`config.mk`:
```
export PLATFORM = sky130hd
export DESIGN_NAME = div_unit
export DESIGN_NICKNAME = d
export VERILOG_FILES = /design/src/rtl/div_unit.sv
export SDC_FILE = /design/constraint.sdc
export NUM_CORES = 1
export LEC_CHECK = 0
export BUFFER_PORTS_ARGS = -buffer_cell sky130_fd_sc_hd__buf_2
export CORE_ASPECT_RATIO = 0.8
export CORE_UTILIZATION = 57
export CTS_CLUSTER_SIZE = 24
export DETAILED_ROUTE_END_ITERATION = 12
export GPL_ROUTABILITY_DRIVEN = 1
export PLACE_DENSITY_LB_ADDON = 0.08
export SLEW_MARGIN = 10
export SYNTH_ARGS = -nofsm -noshare
export SYNTH_HDL_FRONTEND = slang
export SYNTH_SLANG_ARGS = --single-unit
```
`constraint.sdc`:
```
create_clock -name clk_i -period 5.5 [get_ports clk_i]
set_input_delay 1.65 -clock clk_i [delete_from_list [all_inputs] [get_ports clk_i]]
set_output_delay 1.65 -clock clk_i [all_outputs]
set_load 0.05 [all_outputs]
```
`src/rtl/div_unit.sv`:
```
// div_unit: iterative radix-2 restoring divider for RV32M DIV/DIVU/REM/REMU.
//
// The exe stage launches an operation by holding start_i. The unit stalls
// the pipeline through stallreq_o until the result comes back on result_o.
// ready_o pulses for one cycle when result_o is valid.
// Signed operands are reduced to magnitudes at launch. The signs are put
// back when the result is written.
//
// Ports:
//   clk_i       clock, all state updates on the rising edge
//   rst_i       synchronous active-high reset, highest priority
//   start_i     divide request (level, held while stalled)
//   op_i        00 DIV, 01 DIVU, 10 REM, 11 REMU (sampled with start)
//   dividend_i  rs1 value (sampled with start)
//   divisor_i   rs2 value (sampled with start)
//   annul_i     pipeline flush, aborts any operation in flight
//   result_o    registered quotient or remainder
//   ready_o     one-cycle pulse, result_o valid
//   stallreq_o  exe stall request to pipe_ctrl
module div_unit #(
    parameter int DATA_W = 32,
    parameter int CNT_W  = 6
) (
    input  logic              clk_i,
    input  logic              rst_i,
    input  logic              start_i,
    input  logic [1:0]        op_i,
    input  logic [DATA_W-1:0] dividend_i,
    input  logic [DATA_W-1:0] divisor_i,
    input  logic              annul_i,
    output logic [DATA_W-1:0] result_o,
    output logic              ready_o,
    output logic              stallreq_o
);

    typedef enum logic [1:0] {IDLE, CALC, DONE} state_t;

    localparam logic [DATA_W-1:0] MinNeg = {1'b1, {(DATA_W-1){1'b0}}};

    state_t            state_q, state_d;
    logic [1:0]        op_q, op_d;
    logic [DATA_W-1:0] divisor_q, divisor_d;
    logic [DATA_W-1:0] quot_q, quot_d;
    logic [DATA_W-1:0] rem_q, rem_d;
    logic [CNT_W-1:0]  cnt_q, cnt_d;
    logic              qneg_q, qneg_d;
    logic              rneg_q, rneg_d;
    logic [DATA_W-1:0] result_q, result_d;

    logic              inSigned;
    logic              aNeg;
    logic              bNeg;
    logic [DATA_W-1:0] absA;
    logic [DATA_W-1:0] absB;
    logic [DATA_W:0]   shifted;
    logic              geDiv;
    logic [DATA_W-1:0] remNext;
    logic [DATA_W-1:0] quotNext;
    logic [DATA_W-1:0] quotFinal;
    logic [DATA_W-1:0] remFinal;

    // State register with synchronous reset that clears every internal register.
    always_ff @(posedge clk_i) begin
        if (rst_i) begin
            state_q   <= IDLE;
            op_q      <= '0;
            divisor_q <= '0;
            quot_q    <= '0;
            rem_q     <= '0;
            cnt_q     <= '0;
            qneg_q    <= 1'b0;
            rneg_q    <= 1'b0;
            result_q  <= '0;
        end else begin
            state_q   <= state_d;
            op_q      <= op_d;
            divisor_q <= divisor_d;
            quot_q    <= quot_d;
            rem_q     <= rem_d;
            cnt_q     <= cnt_d;
            qneg_q    <= qneg_d;
            rneg_q    <= rneg_d;
            result_q  <= result_d;
        end
    end

    // Operand magnitudes at launch and one restoring step for CALC.
    // quot_q starts out holding the dividend magnitude. Its MSB feeds the
    // partial remainder while quotient bits fill in from the LSB.
    always_comb begin
        inSigned  = ~op_i[0];
        aNeg      = inSigned & dividend_i[DATA_W-1];
        bNeg      = inSigned & divisor_i[DATA_W-1];
        absA      = aNeg ? (~dividend_i + 1'b1) : dividend_i;
        absB      = bNeg ? (~divisor_i + 1'b1) : divisor_i;
        shifted   = {rem_q, quot_q[DATA_W-1]};
        geDiv     = (shifted >= {1'b0, divisor_q});
        remNext   = geDiv ? (shifted[DATA_W-1:0] - divisor_q) : shifted[DATA_W-1:0];
        quotNext  = {quot_q[DATA_W-2:0], geDiv};
        quotFinal = (~op_q[0] & qneg_q) ? (~quotNext + 1'b1) : quotNext;
        remFinal  = (~op_q[0] & rneg_q) ? (~remNext + 1'b1) : remNext;
    end

    // Next-state logic. Annul sends the unit back to IDLE from any state and
    // leaves result_q alone, so a flushed operation produces no visible result.
    always_comb begin
        state_d   = state_q;
        op_d      = op_q;
        divisor_d = divisor_q;
        quot_d    = quot_q;
        rem_d     = rem_q;
        cnt_d     = cnt_q;
        qneg_d    = qneg_q;
        rneg_d    = rneg_q;
        result_d  = result_q;

        if (annul_i) begin
            state_d = IDLE;
        end else begin
            case (state_q)
                IDLE: begin
                    if (start_i) begin
                        op_d      = op_i;
                        divisor_d = absB;
                        quot_d    = absA;
                        rem_d     = '0;
                        cnt_d     = '0;
                        qneg_d    = aNeg ^ bNeg;
                        rneg_d    = aNeg;
                        if (divisor_i == '0) begin
                            // Divide by zero: the RISC-V defined result, with no iterations.
                            result_d = op_i[1] ? dividend_i : '1;
                            state_d  = DONE;
                        end else if (inSigned && dividend_i == MinNeg && divisor_i == '1) begin
                            // Signed overflow: the quotient saturates to MinNeg and the remainder is zero.
                            result_d = op_i[1] ? '0 : MinNeg;
                            state_d  = DONE;
                        end else begin
                            state_d = CALC;
                        end
                    end
                end
                CALC: begin
                    quot_d = quotNext;
                    rem_d  = remNext;
                    cnt_d  = cnt_q + 1'b1;
                    if (cnt_q == CNT_W'(DATA_W - 1)) begin
                        result_d = op_q[1] ? remFinal : quotFinal;
                        state_d  = DONE;
                    end
                end
                DONE: begin
                    // start_i is ignored here so that a held request cannot relaunch.
                    state_d = IDLE;
                end
                default: begin
                    state_d = IDLE;
                end
            endcase
        end
    end

    assign result_o   = result_q;
    assign ready_o    = (state_q == DONE);
    assign stallreq_o = ((state_q == IDLE) & start_i & ~annul_i) | (state_q == CALC);

endmodule
```
Word level (Yosys, flattened, before mapping):

Cells that the tools add are included.
W data, S select, Z words.

* register bits: 140
* input bits: 70
* logic and storage cells: 73

* add/sub/neg operators: 6
* $lt $le $gt $ge: 1
* equality and inequality tests: 8
* multiplexer cells: 24
* bitwise gates (word level): 15
* reductions and logical operators: 10

Operator list (count)
* $mux W32: 14
* $pmux W32 S2: 3
* $add A32 B1 Y32 const B: 4
* $not A32 Y32: 4
* $eq A32 B32 Y1 const B: 2
* $ge A33 B32 Y1: 1
* $logic_not A32 Y1: 1
* $sub A32 B32 Y32: 1
* $pmux W6 S2: 1
* $mux W2: 4
* $add A6 B1 Y6 const B: 1
* $and A1 B1 Y1: 6
* $eq A6 B5 Y1 const B: 1
* $mux W6: 1
* $reduce_and A3 Y1: 2
* $reduce_and A5 Y1: 1
* $ne A2 B2 Y1 const B: 2
* $pmux W2 S2: 1
* $ne A3 B3 Y1 const B: 1
* $not A1 Y1: 3
* $eq A2 B1 Y1 const B: 1
* $eq A2 B2 Y1 const B: 1
* $logic_and A1 B1 Y1: 2
* $logic_not A2 Y1: 1
* other kinds (5): 5

Depth between registers and ports, before layout:

Gate-level depths: netlist of run 1.

* depth in word-level cells: 8
* depth in mapped cells: 23
* depth with buffers taken out: 18

Worst setup path after synthesis of run 1:

Ideal clock, no wire load.

* path kind: flip-flop to flip-flop
* start: register divisor_q[26]
* end: register result_q[26] (netlist: result_o[26])
* arrival: 4.323 ns
* setup slack: 1.058 ns
* stages on the path, launching flop included: 23
* path buffers: 5
* path through: dfxtp_1 > inv_1 > ha_1 > buf_2 > a21oi_2 > o21ai_2 > a2111oi_4 > o311a_1 > nand3_2 > buf_4 > buf_4 > buf_4 > buf_2 > o21ai_0 > ha_1 > nand2_1 > nor4_1 > a31oi_1 > a21o_1 > nor4_1 > mux2_1 > a21oi_1 > o21ai_1

* longest elaborated chain between the ends: 8
* elaborated cells between the ends (all ways): 12
* those cells by class: add/sub: 3; order compare: 1; mux: 6; bitwise: 2

RTL lines
* start: declaration: RTL line 42 `logic [DATA_W-1:0] divisor_q, divisor_d;`
* start signal: assignment: RTL line 77 `divisor_q <= divisor_d;`
* $sub A32 B32 Y32 / $ge A33 B32 Y1 (equally long branches): RTL line 98, 97
* $mux W32: RTL line 98 `remNext = geDiv ? (shifted[DATA_W-1:0] - divisor_q) : shifted[DATA_W-1:0];`
* $not A32 Y32: RTL line 101 `remFinal = (~op_q[0] & rneg_q) ? (~remNext + 1'b1) : remNext;`
* $add A32 B1 Y32: RTL line 101
* $mux W32: RTL line 101
* $mux W32 *: RTL line 148 `result_d = op_q[1] ? remFinal : quotFinal;`
* $mux W32 *: RTL line 147 `if (cnt_q == CNT_W'(DATA_W - 1)) begin`
* $pmux W32 S2 *: RTL line 120 `case (state_q)`
* end signal: assignment: RTL line 83 `result_q <= result_d;`
* end: declaration: RTL line 48 `logic [DATA_W-1:0] result_q, result_d;`

Every way passes the cells marked *; elsewhere a longest branch is shown, timed or not. The select of a mux whose other input is x is not followed.
A chain may end at the register's enable or synchronous reset.

Worst setup path after layout of run 1:

* start: register rem_q[27]
* end: register result_q[26] (netlist: result_o[26])

* longest elaborated chain between the ends: 8
* elaborated cells between the ends (all ways): 11
* those cells by class: add/sub: 2; order compare: 1; mux: 6; bitwise: 2

RTL lines
* start: declaration: RTL line 44 `logic [DATA_W-1:0] rem_q, rem_d;`
* start signal: assignment: RTL line 79 `rem_q <= rem_d;`
* $ge A33 B32 Y1 *: RTL line 97 `geDiv = (shifted >= {1'b0, divisor_q});`
* $mux W32: RTL line 98
* $not A32 Y32: RTL line 101
* $add A32 B1 Y32: RTL line 101
* $mux W32: RTL line 101
* $mux W32 *: RTL line 148
* $mux W32 *: RTL line 147
* $pmux W32 S2 *: RTL line 120

Marks and branches as above.

==> flow_summary.yaml, run 1 <==
run_status:
  outcome: "finished clean"
layout:
  synthToLayoutAreaGrowth_pct: 10.5
  fin_cells: 1856
  final_util_pct: 65.6
  drive_gt1_share_pct: 12.7
  layout.nets: 1694
  antenna_cells: 0
sta:
  timing.fmax_ghz: 0.210
  finalSetupViolations: 0
  rsz0062_at_grt: "false"
  skew_ns: 0.0115
  fin_crit_sh_pct: 86.6
  slew_viol_final: 0
  worstMarginPinSlew_ns: 1.02
  period_minus_slack_ns: 4.76
  fin_ws_ns: 0.736
  max-slew-margin-rel_pct: 31.7
  tns_ns: 0
  hold_viol: 0
placed_design:
  place.gp.congestion: 0.987
  dp_hpwl_mm: 30.3
  place_ws_ns: 0.475
  io_buffers: 103
  placed_cells: 1824
min_path:
  hold_depth: 2
  min_path_type: "reg2reg"
die:
  die_area_um2: 20700
  core_area_um2: 19300
  die_h_um: 129
  ios: 104
  initial_core_util_pct: 59.3
  dieWidth_um: 161
  row_count: 45
routing:
  via_count: 12449
  wl_met3_mm: 4.88
  wl_mm: 40.1
  met2_wirelength_mm: 16.2
  viasPerCell: 6.71
  wl_per_cell_um: 21.6
  topRoutingLayerUsed: "met4"
  drt_iter0_markers: 1904
  dr.pass1.iters: 8
  drc: 0
  met1_length_mm: 18.4
  drtAntennaViolNets: 0
setup_path:
  cp-start-kind: "register"
  endpoint_kind: "register"
  path_max_fanout: 7
  required_ns: 5.81
  arrival_ns: 5.07
  worstSetupPathType: "reg2reg"
  reg2regPathDepth: 16
cts:
  post_cts_buffers: 0
  h-tree-depth: 4
  clk_latency_ns: 0.44
  cts-resized-gates: 0
  cts.sinks: 140
  cts_buffers: 17
  cts_tree: "built"
  holdBufCountCts: 0
  root_buffer: "clkbuf_16"
  cts_buffer_depth: 2
  path_clk_slew_ns: 0.06
synth:
  synthTopCellsByArea: "dfxtp_1, nor2_1, xor2_1"
  synthesis.instances: 1544
  syn-num-nets: 1653
  netlist_area_um2: 11500
  yosysSeqAreaShare_pct: 24.5
  synth_common_cells: "nor2_1, dfxtp_1, nand2_1"
  synth_top_cell_by_area: "dfxtp_1"
  yosysWarnings: 0
  syn_avg_cell_area_um2: 7.42
  yosysMostFrequentCell: "nor2_1"
  synth_top_area_share_pct: 24.5
  async_reset_ff_share_pct: 0
  synth_edf_count: 0
  synth-main-ff-cell: "dfxtp_1"
  yosysUniqueCellTypes: 97
  ys_ff_latch: 140
power_and_ir_drop:
  pwr-share-comb_pct: 26.3
  intPower_mw: 2.05
  seq_power_share_pct: 34.6
  p_leak_nw: 5.06
  switchingPower_mw: 1.11
  powerDensity_nw_per_um2: 250
  switching_share_pct: 35.1
  p_total_mw: 3.16
  max-vdd-ir-drop_mv: 0.242
  p_clk_share_pct: 39.1
grt:
  grt_pass1_wl_mm: 61.4
  overflow: 0
  grt_antenna_before_repair: 0
  track_usage_pct: 38.3
  grt_max_degree: 98
  grt_pass1_vias: 10618
job:
  drv_cap: 0
-- path summary, 6_finish.rpt --
check / startpoint / to / slack (ns)
setup / recovery: rem_q[27] / result_o[26] / 0.74
hold / removal: rneg_q / rneg_q / 0.47
setup reg to reg: rem_q[27] / result_o[26] / 0.74
hold reg to reg: rneg_q / rneg_q / 0.47
-- cell families after synthesis --
group           share of synthesized area, %
simple gates                            23.8
compound gates                          30.0
flops                                   24.5
buf+inv                                 6.12
fa+ha+maj                               4.32
xor+xnor                                9.71
mux                                     1.60
-- stage by stage --
stage | area (um2) | hold slack (ns)
2_1_floorplan | 11500 | 0.432
5_1_grt | 12700 | 0.495
3_3_place_gp | 12100 | 0.444
4_1_cts | 12700 | 0.464
3_5_place_dp | 12100 | 0.457
6_report | 12700 | 0.468
-- registers in the layout, summed over array words and instances (netlist names) --
signal and cells:
rem_q 32, state_q 2, rneg_q 1, result_o 32
op_q 2, quot_q 32, divisor_q 32, qneg_q 1
cnt_q 6
-- area by class of cell --
cell class / instances / area, um2
Fill cell: 1741 / 6640
Multi-Input combinational cell: 1234 / 7980
Sequential cell: 140 / 2800
Tap cell: 258 / 323
Clock inverter: 14 / 184
Clock buffer: 18 / 429
Timing Repair Buffer: 128 / 706
Inverter: 64 / 240
-- power by group through the flow --
stage	Sequential (mW)	Combinational (mW)	Clock, mW
detailed placement	1.11	0.801	0
finish	1.09	0.832	1.24
floorplan	1.11	0.558	0
CTS	1.09	0.806	1.24
global placement	1.11	0.793	0
global route	1.10	0.895	1.28
-- placed cells by master (no fill, tap or decap), types with 17 or more instances in the layout --
master     netlist  layout
nor3_1          38      38
a211oi_1        38      38
inv_1           62      62
or3_1           18      18
o31ai_1         17      17
a222oi_1        29      29
clkbuf_16        0      17
a21oi_1        115     115
o211ai_1        18      18
buf_2           23     102
nand3_1         28      28
nor2_1         214     213
nand2_1        128     128
nand4_1         26      26
buf_4            5      26
a22oi_1         24      24
xor2_1          75      75
ha_1            38      38
nor4_1          23      23
xnor2_1         52      52
dfxtp_1        140     140
a31oi_1         18      18
o21ai_0         88      88
-- metal layers --
metal  vias to the layer above  GRT usage, %
met5                         -             0
met4                         0          9.02
met3                        60          8.28
met2                       781          54.0
met1                      5821          58.2
li1                       5787             -
-- critical path, stage by stage, from the launching register on --
cell       delay, ns
dfxtp_1         0.47
ha_1            0.35
a21oi_1         0.20
o21ai_2         0.13
a2111oi_4       0.51
o311a_1         0.36
nand3_2         0.19
o21ai_0         0.41
ha_1            0.31
nand2_1         0.08
nor4_1          0.19
a31oi_1         0.10
a21o_1          0.29
nor4_1          0.35
mux2_1          0.36
a21oi_1         0.25
o21ai_1         0.09
Note: power is estimated with default switching activity, not from simulation.
==> inputs of run 2 (changes only) <==
ABC_CLOCK_PERIOD_IN_PS = 5500   (was unset)
RECOVER_POWER = 50   (was unset)
==> flow_summary.yaml, run 2 (synthesis results as in run 1) <==
run_status:
  outcome: "finished with violations"
  violations: "max-capacitance violations, max-slew violations"
grt:
  overflow: 0
  grt_max_degree: 98
  grt_antenna_before_repair: 0
  track_usage_pct: 38.3
  grt_pass1_vias: 10618
  grt_pass1_wl_mm: 61.4
power_and_ir_drop:
  p_leak_nw: 4.90
  switching_share_pct: 35.1
  pwr-share-comb_pct: 26.3
  p_clk_share_pct: 39.1
  powerDensity_nw_per_um2: 251
  max-vdd-ir-drop_mv: 0.240
  switchingPower_mw: 1.11
  seq_power_share_pct: 34.6
  intPower_mw: 2.05
  p_total_mw: 3.16
placed_design:
  dp_hpwl_mm: 30.3
  place_ws_ns: 0.475
  io_buffers: 103
  place.gp.congestion: 0.987
routing:
  viasPerCell: 6.69
  drc: 0
  via_count: 12416
  dr.pass1.iters: 9
  drt_iter0_markers: 1920
  wl_mm: 40.0
  drtAntennaViolNets: 0
  wl_per_cell_um: 21.6
cts:
  cts.sinks: 140
  h-tree-depth: 4
  holdBufCountCts: 0
  cts_buffer_depth: 2
  root_buffer: "clkbuf_16"
  cts-resized-gates: 0
  path_clk_slew_ns: 0.06
  cts_buffers: 17
  cts_tree: "built"
  post_cts_buffers: 0
  clk_latency_ns: 0.44
die:
  ios: 104
  row_count: 45
  core_area_um2: 19300
  die_area_um2: 20700
  dieWidth_um: 161
  initial_core_util_pct: 59.3
  die_h_um: 129
layout:
  layout.nets: 1694
  final_cell_mix: "nor2_1, dfxtp_1, nand2_1"
  layout_commonest_cell: "nor2_1"
  final_util_pct: 65.2
  drive_gt1_share_pct: 10.3
  nFillCells: 1771
  antenna_cells: 0
  synthToLayoutAreaGrowth_pct: 9.92
sta:
  worstMarginPinSlew_ns: 3.22
  skew_ns: 0.0126
  rsz0062_at_grt: "false"
  fin_crit_sh_pct: 90.0
  tns_ns: 0
  fin_ws_ns: 0.550
  period_minus_slack_ns: 4.95
  max-slew-margin-rel_pct: -114
  finalSetupViolations: 0
  slew_viol_final: 222
  timing.fmax_ghz: 0.202
  hold_viol: 0
setup_path:
  worstSetupPathType: "in2reg"
  endpoint_kind: "register"
  arrival_ns: 5.27
  r2r-end: "result_o[26]"
  cp-start-kind: "primary input"
  path_max_fanout: 66
  required_ns: 5.82
  r2r_setup_slack_ns: 0.76
  reg2regPathDepth: 17
  reg2reg_from: "divisor_q[26]"
min_path:
  min_path_type: "reg2reg"
  hold_depth: 2
  hp-start: "rneg_q"
  hold_end: "rneg_q"
job:
  drv_cap: 4
[run 2: power groups by stage]
stage	logic [mW]	registers, mW	clock network (mW)
after floorplan	0.558	1.11	0
after global placement	0.793	1.11	0
after detailed placement	0.801	1.11	0
after CTS	0.806	1.09	1.24
after global routing	0.893	1.10	1.28
final	0.831	1.09	1.24
[run 2: cell type report]
| class | instances | area [um2] | area share, % |
|---|---|---|---|
| multi-input combinational | 1234 | 7970 | 63.3 |
| sequential | 140 | 2800 | 22.2 |
| timing repair buffer | 128 | 649 | 5.15 |
| tap | 258 | 323 | 2.56 |
| clock buffer | 18 | 429 | 3.41 |
| inverter | 64 | 240 | 1.91 |
| clock inverter | 14 | 184 | 1.46 |
[run 2: how the worst max path moves through the flow]
stage,start,endpoint,slack (ns),depth (start not counted)
floorplan,divisor_q[26],result_o[26],1.06,22
global placement,dividend_i[0],result_o[27],0.60,14
detailed placement,dividend_i[0],result_o[27],0.48,14
CTS,divisor_q[21],result_o[21],0.91,13
global route,annul_i,quot_q[31],0.24,6
finish,annul_i,quot_q[31],0.55,6
[run 2: critical path: stages]
cell,delay [ns]
clkbuf_1,0.20
nor2_1,0.14
o21ai_4,0.12
clkbuf_1,2.27
a211oi_1,0.50
a211oi_1,0.39
[run 2: routing by layer]
layer  share of wire [%]  GRT usage (%)
met5                   0              0
met3                  13           8.28
met1                  46           58.2
met4                 1.3           9.02
met2                  40           54.0
[run 2: through the flow]
stage	std cells	instance area (um2)	hold WS (ns)
2_1_floorplan	1544	11500	0.432
3_3_place_gp	1824	12100	0.444
3_5_place_dp	1824	12100	0.457
4_1_cts	1856	12700	0.464
5_1_grt	1856	12600	0.496
6_report	1856	12600	0.468
